===== src/rtl/rom_loader.sv =====
// Boot-time loader for the Hack instruction ROM. It parses a framed byte stream into 16-bit words
// and holds the CPU in reset until the image is stored. Define ROM_LOADER_CHECKSUM_EN to require a trailing XOR checksum byte.
module rom_loader (
    input  logic        clk,
    input  logic        reset,
    input  logic [7:0]  rx_data,
    input  logic        rx_valid,
    output logic [14:0] rom_addr,
    output logic [15:0] rom_data,
    output logic        rom_we,
    output logic        cpu_reset,
    output logic        done,
    output logic        error
);

    localparam int unsigned AW = 15;
    localparam int unsigned DW = 16;
    localparam int unsigned BW = 8;
    localparam logic [BW-1:0] SYNC_BYTE = 8'hA5;

    typedef enum logic [2:0] {
        S_IDLE    = 3'd0,
        S_LEN_HI  = 3'd1,
        S_LEN_LO  = 3'd2,
        S_DATA_HI = 3'd3,
        S_DATA_LO = 3'd4,
`ifdef ROM_LOADER_CHECKSUM_EN
        S_CSUM    = 3'd5,
`endif
        S_DONE    = 3'd6,
        S_ERR     = 3'd7
    } state_t;

    state_t        state_q, state_d;
    logic [AW-1:0] addr_q, addr_d;
    logic [DW-1:0] data_q, data_d;
    logic          we_q, we_d;
    logic          cpu_reset_q, cpu_reset_d;
    logic          done_q, done_d;
    logic          error_q, error_d;
    logic [AW-1:0] len_q, len_d;
    logic [AW-1:0] cnt_q, cnt_d;
    logic [BW-1:0] hi_q, hi_d;
    logic          body_end;
    logic          finish;

`ifdef ROM_LOADER_CHECKSUM_EN
    logic [BW-1:0] csum_q, csum_d;

    // Running XOR over length and data bytes; cleared by each sync byte that opens a frame.
    always_comb begin
        csum_d = csum_q;
        if (rx_valid) begin
            case (state_q)
                S_IDLE, S_ERR: begin
                    if (rx_data == SYNC_BYTE) begin
                        csum_d = '0;
                    end
                end
                S_LEN_HI, S_LEN_LO, S_DATA_HI, S_DATA_LO: csum_d = csum_q ^ rx_data;
                default: csum_d = csum_q;
            endcase
        end
    end

    always_ff @(posedge clk) begin
        if (reset) begin
            csum_q <= '0;
        end else begin
            csum_q <= csum_d;
        end
    end
`endif

    // Frame parser: next state and registered output values.
    always_comb begin
        state_d     = state_q;
        addr_d      = we_q ? addr_q + AW'(1) : addr_q;
        data_d      = data_q;
        we_d        = 1'b0;
        cpu_reset_d = cpu_reset_q;
        done_d      = done_q;
        error_d     = error_q;
        len_d       = len_q;
        cnt_d       = cnt_q;
        hi_d        = hi_q;
        body_end    = 1'b0;
        finish      = 1'b0;

        if (rx_valid) begin
            case (state_q)
                S_IDLE: begin
                    if (rx_data == SYNC_BYTE) begin
                        state_d = S_LEN_HI;
                        cnt_d   = '0;
                    end
                end
                S_LEN_HI: begin
                    if (rx_data[BW-1]) begin
                        state_d = S_ERR;
                        error_d = 1'b1;
                    end else begin
                        len_d   = {rx_data[BW-2:0], len_q[BW-1:0]};
                        state_d = S_LEN_LO;
                    end
                end
                S_LEN_LO: begin
                    len_d = {len_q[AW-1:BW], rx_data};
                    if ({len_q[AW-1:BW], rx_data} == AW'(0)) begin
                        body_end = 1'b1;
                    end else begin
                        state_d = S_DATA_HI;
                    end
                end
                S_DATA_HI: begin
                    hi_d    = rx_data;
                    state_d = S_DATA_LO;
                end
                S_DATA_LO: begin
                    data_d = {hi_q, rx_data};
                    we_d   = 1'b1;
                    cnt_d  = cnt_q + AW'(1);
                    if (cnt_q + AW'(1) == len_q) begin
                        body_end = 1'b1;
                    end else begin
                        state_d = S_DATA_HI;
                    end
                end
`ifdef ROM_LOADER_CHECKSUM_EN
                S_CSUM: begin
                    if (rx_data == csum_q) begin
                        finish = 1'b1;
                    end else begin
                        state_d = S_ERR;
                        error_d = 1'b1;
                    end
                end
`endif
                S_DONE: state_d = S_DONE;
                S_ERR: begin
                    // A fresh sync byte restarts the image from address 0.
                    if (rx_data == SYNC_BYTE) begin
                        state_d = S_LEN_HI;
                        error_d = 1'b0;
                        addr_d  = '0;
                        cnt_d   = '0;
                    end
                end
                default: state_d = S_IDLE;
            endcase
        end

`ifdef ROM_LOADER_CHECKSUM_EN
        if (body_end) begin
            state_d = S_CSUM;
        end
`else
        if (body_end) begin
            finish = 1'b1;
        end
`endif

        if (finish) begin
            state_d     = S_DONE;
            done_d      = 1'b1;
            cpu_reset_d = 1'b0;
        end
    end

    always_ff @(posedge clk) begin
        if (reset) begin
            state_q     <= S_IDLE;
            addr_q      <= '0;
            data_q      <= '0;
            we_q        <= 1'b0;
            cpu_reset_q <= 1'b1;
            done_q      <= 1'b0;
            error_q     <= 1'b0;
            len_q       <= '0;
            cnt_q       <= '0;
            hi_q        <= '0;
        end else begin
            state_q     <= state_d;
            addr_q      <= addr_d;
            data_q      <= data_d;
            we_q        <= we_d;
            cpu_reset_q <= cpu_reset_d;
            done_q      <= done_d;
            error_q     <= error_d;
            len_q       <= len_d;
            cnt_q       <= cnt_d;
            hi_q        <= hi_d;
        end
    end

    assign rom_addr  = addr_q;
    assign rom_data  = data_q;
    assign rom_we    = we_q;
    assign cpu_reset = cpu_reset_q;
    assign done      = done_q;
    assign error     = error_q;

endmodule

===== config.mk =====
export PLATFORM = sky130hd
export DESIGN_NAME = rom_loader
export DESIGN_NICKNAME = d
export VERILOG_FILES = /design/src/rtl/rom_loader.sv
export SDC_FILE = /design/constraint.sdc
export NUM_CORES = 1
export LEC_CHECK = 0
export CAP_MARGIN = 20
export CELL_PAD_IN_SITES_DETAIL_PLACEMENT = 1
export CELL_PAD_IN_SITES_GLOBAL_PLACEMENT = 2
export CORE_ASPECT_RATIO = 0.7
export CORE_MARGIN = 2
export CORE_UTILIZATION = 29
export DETAILED_ROUTE_END_ITERATION = 7
export PLACE_DENSITY = 0.8
export SETUP_SLACK_MARGIN = 0.2
export SLEW_MARGIN = 40
export SYNTH_ARGS = -nofsm -noshare
export SYNTH_HDL_FRONTEND = slang
export SYNTH_SLANG_ARGS = --single-unit

===== constraint.sdc =====
create_clock -name clk -period 2.4 [get_ports clk]
set_clock_uncertainty 0.1 [all_clocks]
set_input_delay 0.36 -clock clk [delete_from_list [all_inputs] [get_ports clk]]
set_output_delay 0.36 -clock clk [all_outputs]
set_load 0.02 [all_outputs]

==> results.py <==
metrics = {
    "power": {
        "swShare_pct": 28.3,
        "fin_total_pwr_mw": 3.26,
        "internal_power_mw": 2.33,
        "power_switching_mw": 0.922,
        "share_comb_of_total_power_pct": 15.5,
        "clock_power_share_pct": 42.5,
        "power_density_nw_per_um2": 644,
        "static-leakage-power_nw": 1.78,
        "vdd_ir_drop_max_mv": 0.471,
        "register_share_of_total_power_pct": 42.0,
    },
    "critical_path": {
        "crit_fanout": 5,
        "timing.critical_path.arrival_ns": 2.51,
        "critical_path_class": "reg -> reg",
        "critPathSlowestCell": "sky130_fd_sc_hd__or4_4",
        "worstPathRequired_ns": 2.51,
        "setup.worst_path.start_class": "flop",
        "worst_setup_path_end_kind": "flop",
        "family_with_the_most_delay_on_the_worst_path": "simple AND/OR/NAND/NOR gates",
        "path_buf_inv": 0,
        "path_cells": "nand4_1, xor2_1, or4_4, a221o_1, nor4_4, o21ai_1",
        "cp_slowest_stage_delay_ns": 0.51,
    },
    "synth": {
        "netlist_instances": 477,
        "async_reset_ff_share_pct": 0,
        "yosysSeqAreaShare_pct": 41.7,
        "main_combinational_cell_family_by_area_after_synthesis": "simple AND/OR/NAND/NOR gates",
        "mappedNetlistNets": 490,
        "simple_gate_portion_of_the_synthesized_area_pct": 27.6,
        "ys_dominant_reg_cell": "sky130_fd_sc_hd__dfxtp_1",
        "yosys.area_share.xor_xnor_pct": 6.47,
        "yosys-mux-area-fraction_pct": 0.856,
        "synth_compound_area_share_pct": 18.4,
        "synth_adder_area_share_pct": 0.685,
        "synth-warning-count": 0,
        "synth-seq-cells": 76,
        "synth.distinct_cells": 49,
        "syn-mean-instance-area_sq_um": 7.66,
        "number_of_enable_flip_flop_cells_after_synthesis": 0,
        "synthesis.area_sq_um": 3650,
    },
    "clocking": {
        "clkSinkCount": 76,
        "cts_buffers": 9,
        "clockRootBuffer": "sky130_fd_sc_hd__clkbuf_16",
        "cts-hold-fix-buffers": 0,
        "worst_skew_pair.late_latency_ns": 0.34,
        "ctsHtreeMaxLevel": 3,
        "cts_tree": "yes",
        "cts.clk_slew.worst_paths_ns": 0.06,
        "cts.path.max_buffers": 2,
    },
    "global_routing": {
        "gr-usage-all-layers_pct": 19.1,
        "grt_pass1_wl_microns": 20500,
        "grt.overflow.total": 0,
        "pin_count_of_the_biggest_net_entering_global_routing": 58,
        "first_global_vias": 3813,
        "grt_antenna_before_repair": 0,
    },
    "sta": {
        "fin_worst_hold_slack_ns": 0.297,
        "report.final.slew_viol_count": 0,
        "slew_headroom_pct": 56.8,
        "worst_slew_pin_slew_ns": 0.648,
        "setup_total_negative_slack_ns": 0,
        "setup-violations-final": 0,
        "fin_crit_sh_pct": 99.8,
        "report.final.hold_viol_count": 0,
        "rsz0062_at_grt": "yes",
        "min_period_ns": 2.40,
        "max_freq_mhz": 417,
    },
    "detailed_routing": {
        "detailroute.via_count": 3834,
        "ant_nets": 0,
        "drc_errors": 0,
        "iteration_count_of_the_initial_detailed_routing_pass": 4,
        "detailed_route_wire_length_microns": 12800,
        "dr.first_iter.drc_count": 224,
        "avgRoutedWirePerCell_microns": 17.4,
        "vias_per_cell": 5.23,
    },
    "finish": {
        "ant_diodes": 0,
        "layout.cells.most_common": "sky130_fd_sc_hd__nand2_1",
        "layout.cells.non_filler": 733,
        "layout.nets": 579,
        "layout-drive-gt1-share_pct": 17.9,
        "layout-area-overhead-vs-synth_pct": 38.5,
        "layout_common_cells": "sky130_fd_sc_hd__nand2_1, sky130_fd_sc_hd__dfxtp_1, sky130_fd_sc_hd__a21oi_1",
        "n_fill_cell": 1503,
        "utilization_pct": 41.0,
    },
    "placement": {
        "port-buffer-count": 45,
        "weighted_congestion_reported_at_the_end_of_routability_driven_placement": 0.847,
        "place.detailed.instances": 711,
        "place.detailed.hpwl_microns": 9450,
    },
    "run_status": {
        "run_status": "complete, no violations",
    },
    "floorplan": {
        "die_width_microns": 138,
        "initial_utilization_pct": 29.6,
        "dieHeight_microns": 97.9,
        "die-area_sq_um": 13500,
        "standard_cell_row_count": 34,
        "core_sq_um": 12300,
        "top_level_ports": 46,
    },
    "flow_run": {
        "max_cap_viol_count": 0,
    },
    "worst_hold_path": {
        "worst_hold_path_type": "in -> reg",
    },
}
-- what timing repair did --
| item | CTS | global route |
|---|---|---|
| setup buffers | 4 | 1 |
| endpoints found under the setup margin | 34 | 32 |
| endpoints found under the hold margin | 0 | 0 |
| resized for setup | 25 | 4 |
| pin swaps | 13 | 5 |
| gates cloned | 1 | 0 |
-- flip-flops by register name (all words and copies together) (netlist names) --
name       flops
error          1
cpu_reset      1
rom_data      16
cnt_q         15
len_q         15
done           1
rom_addr      15
rom_we         1
hi_q           8
state_q        3
-- metrics by stage --
stage	area [sq um]	worst slack, ns
global route	5060	-0.0677
floorplan	3680	0.225
detailed placement	4630	-0.274
global placement	4630	-0.257
finish	5060	0.00443
CTS	5040	-0.00280
-- routing by layer --
layer	GRT usage, %	vias up	routed length, microns
li1	-	1848	-
met1	27.4	1899	6420
met2	29.1	80	5540
met3	4.41	7	668
met4	5.10	0	121
met5	0	-	0
-- logic make-up after synthesis --
kind of cell,after synthesis
AO/OA/AOI/OAI,115
XOR/XNOR,27
adder cells (fa/ha/maj),2
buffers and inverters,39
flip-flops,76
multiplexers,3
AND/OR/NAND/NOR,215
-- worst register-to-register path: cells and delay by family (launching register included) --
kind	cells	cell delay [ns]
compound gates	2	0.51
xor+xnor	1	0.18
flops	1	0.43
simple gates	3	1.05
-- synth_stat cells, types with 4 or more instances --
library cell | number | area (sq um)
sky130_fd_sc_hd__nand2_1 | 90 | 338
sky130_fd_sc_hd__dfxtp_1 | 76 | 1520
sky130_fd_sc_hd__a21oi_1 | 62 | 310
sky130_fd_sc_hd__nor2_1 | 43 | 161
sky130_fd_sc_hd__nand3_1 | 23 | 115
sky130_fd_sc_hd__clkbuf_1 | 20 | 75.1
sky130_fd_sc_hd__o21ai_0 | 19 | 95.1
sky130_fd_sc_hd__xor2_1 | 14 | 123
sky130_fd_sc_hd__xnor2_1 | 13 | 114
sky130_fd_sc_hd__nor3_1 | 11 | 55.1
sky130_fd_sc_hd__nand4_1 | 10 | 62.6
sky130_fd_sc_hd__inv_1 | 9 | 33.8
sky130_fd_sc_hd__buf_2 | 8 | 40.0
sky130_fd_sc_hd__nor4_1 | 7 | 43.8
sky130_fd_sc_hd__nand2b_1 | 6 | 37.5
sky130_fd_sc_hd__or3_1 | 6 | 37.5
sky130_fd_sc_hd__or4_1 | 4 | 30.0
-- path summary, 6_finish.rpt --
check	start	end	slack, ns	cells past startpoint
worst max-delay path	cnt_q[9]	cpu_reset	0.004	6
worst min-delay path	reset	cpu_reset	0.30	3
worst max register to register	cnt_q[9]	cpu_reset	0.004	6
worst min register to register	hi_q[5]	rom_data[13]	0.36	2
-- power by group through the flow --
| stage | registers, mW | logic [mW] | clock network (mW) |
|---|---|---|---|
| 6_report | 1.37 | 0.504 | 1.38 |
| 2_1_floorplan | 1.37 | 0.283 | 0 |
| 4_1_cts | 1.37 | 0.499 | 1.42 |
| 5_1_grt | 1.37 | 0.551 | 1.47 |
| 3_5_place_dp | 1.39 | 0.470 | 0 |
| 3_3_place_gp | 1.39 | 0.450 | 0 |
-- layout make-up --
| class | count | area, sq um | area share (%) |
|---|---|---|---|
| multi-input cells | 362 | 2060 | 40.7 |
| flip-flops and latches | 76 | 1530 | 30.3 |
| repair buffers | 108 | 928 | 18.4 |
| clock buffers | 10 | 239 | 4.72 |
| well taps | 162 | 203 | 4.01 |
| clock inverters | 6 | 62.6 | 1.24 |
| inverters | 9 | 33.8 | 0.668 |
Note: power is estimated with default switching activity, not from simulation.
==> RTL change 1, RTL diff (same flow settings) <==
Register the output `rom_data` once more, with the module's reset; this adds one clock of latency there. The other outputs are not delayed to match.
--- a/src/rtl/rom_loader.sv
+++ b/src/rtl/rom_loader.sv
@@ -194,7 +194,13 @@
     end
 
     assign rom_addr  = addr_q;
-    assign rom_data  = data_q;
+    always_ff @(posedge clk) begin
+        if (reset) begin
+            rom_data <= '0;
+        end else begin
+            rom_data <= data_q;
+        end
+    end
     assign rom_we    = we_q;
     assign cpu_reset = cpu_reset_q;
     assign done      = done_q;
Behaviour: not the same (Yosys sat finds a counterexample within 10 cycles, from zero or initial values and one cycle with reset high).
==> RTL change 1 against the original RTL <==
Area after synthesis rose by 12%; critical path depth rose by 1; utilization fell by 2.0 points; worst hold slack improved by 7.4 ps; global-route usage fell by 2.5 points; routed wire length fell by 2.2%; synthesized cell count rose by 6.1%; cell area rose by 6.6%; count of clock-buffer cells in the layout fell by 1; largest cell class unchanged; worst setup slack improved by 290 ps; clock power rose by 7%; sequential cell count rose by 16; power rose by 4.4%.
==> RTL change 1: results (changes against the original RTL) <==
| Quantity | Reported | Unit | Change |
| --- | --- | --- | --- |
| Filler Cell Count | 1651 | - | +9.8% |
| Static power due to leakage | 1.87 | nW | +5.5% |
| Max Fanout on Critical Path | 7 | - | +2 |
| Depth of the most critical reg-to-reg path | 8 | - | +2 |
| Synthesized netlist net count | 519 | - | +5.9% |
| Capture point of the worst path | cnt_q[9]$_SDFFE_PP0P_ | - |  |
| Routed Wire Length | 12.5 | mm | -2.2% |
| Global-route wire length before repair | 20.0 | mm | -2.4% |
| Share of total power consumed by net switching | 0.264 | - | -0.0194 |
| Detailed Route Iter0 Violations | 294 | - | +31% |
| Routability congestion estimate from global placement | 0.796 | - | -6.0% |
| Placed Instances | 748 | - | +5.2% |
| Met3 routed wirelength | 446 | µm | -33% |
| Clk_buf instances | 9 | - | -1 |
| Area of all sequential standard cells | 0.00186 | mm² | +21% |
| Register bit count reported by yosys | 92 | - | +21% |
| Commonest cells in the synthesized netlist | nand2_1 (96), dfxtp_1 (92), a21oi_1 (59) | - |  |
| Source of the critical timing path | rx_data[4] | - |  |
| Worst Hold Path EP | state_q[1]$_SDFFE_PP0P_ | - |  |
| Register-to-register path setup slack | 290 | ps | +290 ps |
| DRT met1 WL | 6.49 | mm | +1.1% |
| Result of the run | completed | - |  |
| Netlist cell types | 53 | - | +8.2% |
| Total half-perimeter wirelength after legalization and detailed placement | 8.80 | mm | -6.9% |
| Seq/Total Area, Yosys | 0.451 | - | +0.0344 |
| GR Util met3 | 0.0368 | - | -0.00730 |
| Combined global-route utilization of all metal layers | 0.167 | - | -0.0248 |
| Inverter count | 8 | - | -1 |
| Share of power burned in combinational logic | 0.100 | - | -0.055 |
| Sequential logic power | 1.58 | mW | +15% |
| Pin count of the biggest net entering global routing | 66 | - | +14% |
| Top cells by area, synth | dfxtp_1 (45%), nand2_1 (8.8%), a21oi_1 (7.2%), xnor2_1 (4.1%), nor2_1 (4.0%) | - |  |
| Non-clock buffers | 87 | - | -19% |
| Detailed-routed wire length on met2 | 5.43 | mm | -2.0% |
| Routed vias | 3810 | - | -0.63% |
| Worst relative slew slack | 0.624 | - | +0.0556 |
| Worst VDD drop | 356 | µV | -24% |
| Multi-In Gates | 373 | - | +3.0% |
| Met2 usage in global routing | 0.262 | - | -0.0289 |
| Critical register-to-register path startpoint | cnt_q[2]$_SDFFE_PP0P_ | - |  |
| Cell Count, Final, Fillers Out | 766 | - | +4.5% |
| Ratio of cells with drive above 1 in the final layout | 0.155 | - | -0.0241 |
## RTL change 1: metrics by stage
stage / hold slack (ps) / setup WS [ps] / util / power, mW / instance area, µm²
finish: 305 / 293 / 0.390 / 3.40 / 5390
global route: 328 / 136 / 0.390 / 3.54 / 5390
CTS: 303 / 214 / 0.383 / 3.44 / 5290
detailed placement: 351 / -461 / 0.360 / 1.95 / 4980
global placement: 341 / -439 / 0.360 / 1.94 / 4980
floorplan: 332 / 284 / - / 1.81 / 4080
## RTL change 1: timing repair
action,in CTS,in global routing
setup buffers,0,2
resized for setup,8,23
pin swaps,5,7
hold buffers,0,0
setup endpoints to repair,35,12
## RTL change 1: cell families (layout without fill, tap and decap cells)
kind of cell,after synthesis,count (layout),share of synthesized area
multiplexers,1,1,0.00245
AO/OA/AOI/OAI,104,104,0.153
adder cells (fa/ha/maj),2,2,0.00613
XOR/XNOR,30,30,0.0643
AND/OR/NAND/NOR,236,236,0.281
buffers and inverters,41,111,0.0420
flip-flops,92,92,0.451
==> RTL change 2, RTL diff (same settings) <==
Made on the original files. The option `ROM_LOADER_CHECKSUM_EN` is turned on by a define.
--- a/src/rtl/rom_loader.sv
+++ b/src/rtl/rom_loader.sv
@@ -1,5 +1,7 @@
 // Boot-time loader for the Hack instruction ROM. It parses a framed byte stream into 16-bit words
 // and holds the CPU in reset until the image is stored. Define ROM_LOADER_CHECKSUM_EN to require a trailing XOR checksum byte.
+`define ROM_LOADER_CHECKSUM_EN
+
 module rom_loader (
     input  logic        clk,
     input  logic        reset,
Check against the original RTL: not equivalent (a bounded check fails within 4 cycles, from zero or initial values and one cycle with reset high).
==> RTL change 2 against the original RTL <==
Routed wire length grew 6.5%; worst setup slack gained 280 ps; global-route usage shrank 1.5 points; area after synthesis grew 19%; cell count grew 10%; sequential cell count grew 8; cell area grew 6.7%; critical path type unchanged.
Power is not compared: it rests on default switching activity, and its combinational part moved more than twofold at a synthesized area within 25%.
==> RTL change 2: results (changes against the original RTL) <==
| Quantity | Reported | Unit | Change |
| --- | --- | --- | --- |
| Port buffer count | 45 | - | unchanged |
| Max Fanout on Critical Path | 5 | - | unchanged |
| Master of the slowest instance on the critical path | dfxtp_2 | - |  |
| Detailed-routed wire length on met2 | 6.09 | mm | +9.8% |
| Clock-pin slew on the worst setup and hold paths | 60 | ps | about the same |
| Initial antenna violation count | 0 | - | unchanged |
| Result of the run | completed | - |  |
| Largest register FFs | 16 | - | unchanged |
| Total half-perimeter wirelength after legalization and detailed placement | 10.2 | mm | +7.5% |
| Number of clock buffers inserted by TritonCTS | 9 | - | unchanged |
| Netlist cell types | 63 | - | +29% |
| Total number of H-tree levels | 3 | - | unchanged |
| Synthesized netlist net count | 569 | - | +16% |
| Type of the most critical hold path | flop to flop | - |  |
| GR Util met3 | 0.0292 | - | -0.0150 |
| Seq/Total Area, Yosys | 0.388 | - | -0.0285 |
| Number of instances in the synthesized netlist | 556 | - | +17% |
| Vias per std cell | 5.12 | - | -2.2% |
| Clk root buf | clkbuf_16 | - |  |
| Placed Instances | 793 | - | +12% |
| Post-placement cell area | 0.00509 | mm² | +10% |
| Cell family with the largest share of critical-path delay | simple AND/OR/NAND/NOR gates | - |  |
| DRT met1 WL | 6.78 | mm | +5.7% |
| Cell Count, Final, Fillers Out | 809 | - | +10% |
| Top sig layer | met4 | - |  |
| Diode count | 0 | - | unchanged |
| Pin count of the biggest net entering global routing | 32 | - | -45% |
| Slew at the pin with the worst max-slew slack | 550 | ps | -98.4 ps |
| Static power due to leakage | 1.83 | nW |  |
| Number of global-route vias before repair | 4182 | - | +9.7% |
| Async set-reset flop share out of synthesis | 0 | - | unchanged |
| Data arrival at the endpoint of the critical path | 2240 | ps | -270 ps |
| Depth of the most critical reg-to-reg path | 7 | - | +1 |
| Combined global-route utilization of all metal layers | 0.176 | - | -0.0154 |
| Router iterations before antenna repair | 4 | - | unchanged |
| Detailed Route Iter0 Violations | 211 | - | -5.8% |
| Depth of the worst hold-timing path | 2 | - | -1 |
| Met2 usage in global routing | 0.277 | - | -0.0140 |
| Met1 track demand over resource | 0.255 | - | -0.0192 |
| Ratio of cells with drive above 1 in the final layout | 0.127 | - | -0.0516 |
| Clock insertion delay at the later pin of the skew report | 330 | ps |  |
| Filler Cell Count | 1773 | - | +18% |
| Met3 routed wirelength | 654 | µm | -2.1% |
| Top cells by area, synth | dfxtp_1 (39%), a21oi_1 (8.5%), nand2_1 (8.1%), nor2_1 (6.0%), xnor2_1 (4.9%) | - |  |
| CP peak stage delay | 370 | ps | -140 ps |
| Routability congestion estimate from global placement | 0.827 | - | -2.4% |
| # Post-CTS Setup Buffers | 0 | - | -4 |
| Final layout net count | 622 | - | +7.4% |
| Routed Wire Length | 13.6 | mm | +6.5% |
| Global-route wire length before repair | 22.1 | mm | +7.8% |
| Post-CTS resize count | 4 | - | -84% |
| Commonest cells in the synthesized netlist | nand2_1 (93), dfxtp_1 (84), a21oi_1 (74) | - |  |
-- RTL change 2: area by class of cell --
type,count,share of cell area
multi-input combinational,422,0.444
sequential,84,0.313
timing repair buffer,82,0.137
tap,195,0.0452
clock buffer,10,0.0424
clock inverter,6,0.0116
inverter,10,0.00696
-- RTL change 2: final timing paths --
kind	from	endpoint	slack, ps
worst max-delay path	cnt_q[1]$_SDFFE_PP0P_	state_q[1]$_SDFFE_PP0P_	290
worst min-delay path	done$_SDFFE_PP0P_	done$_SDFFE_PP0P_	350
worst max register to register	cnt_q[1]$_SDFFE_PP0P_	state_q[1]$_SDFFE_PP0P_	290
worst min register to register	done$_SDFFE_PP0P_	done$_SDFFE_PP0P_	350
-- RTL change 2: through the flow --
| stage | utilization | setup slack, ps | hold WS [ps] |
|---|---|---|---|
| 2_1_floorplan | - | 255 | 332 |
| 3_3_place_gp | 0.348 | 82.4 | 340 |
| 3_5_place_dp | 0.348 | 6.10 | 346 |
| 4_1_cts | 0.368 | 229 | 356 |
| 5_1_grt | 0.369 | 195 | 375 |
| 6_report | 0.369 | 287 | 350 |
-- RTL change 2: report_power, final --
| part | internal, mW | total [mW] | switching, mW |
|---|---|---|---|
| Sequential | 1.40 | 1.40 | 0.00362 |
| Clock | 0.807 | 1.39 | 0.579 |
| Combinational | 0.0520 | 0.139 | 0.0865 |
-- RTL change 2: cells by family after synthesis --
kind of cell,after synthesis,synth area share
buffers and inverters,50,0.0615
AND/OR/NAND/NOR,252,0.290
flip-flops,84,0.388
adder cells (fa/ha/maj),2,0.00577
multiplexers,2,0.00491
AO/OA/AOI/OAI,130,0.177
XOR/XNOR,36,0.0728
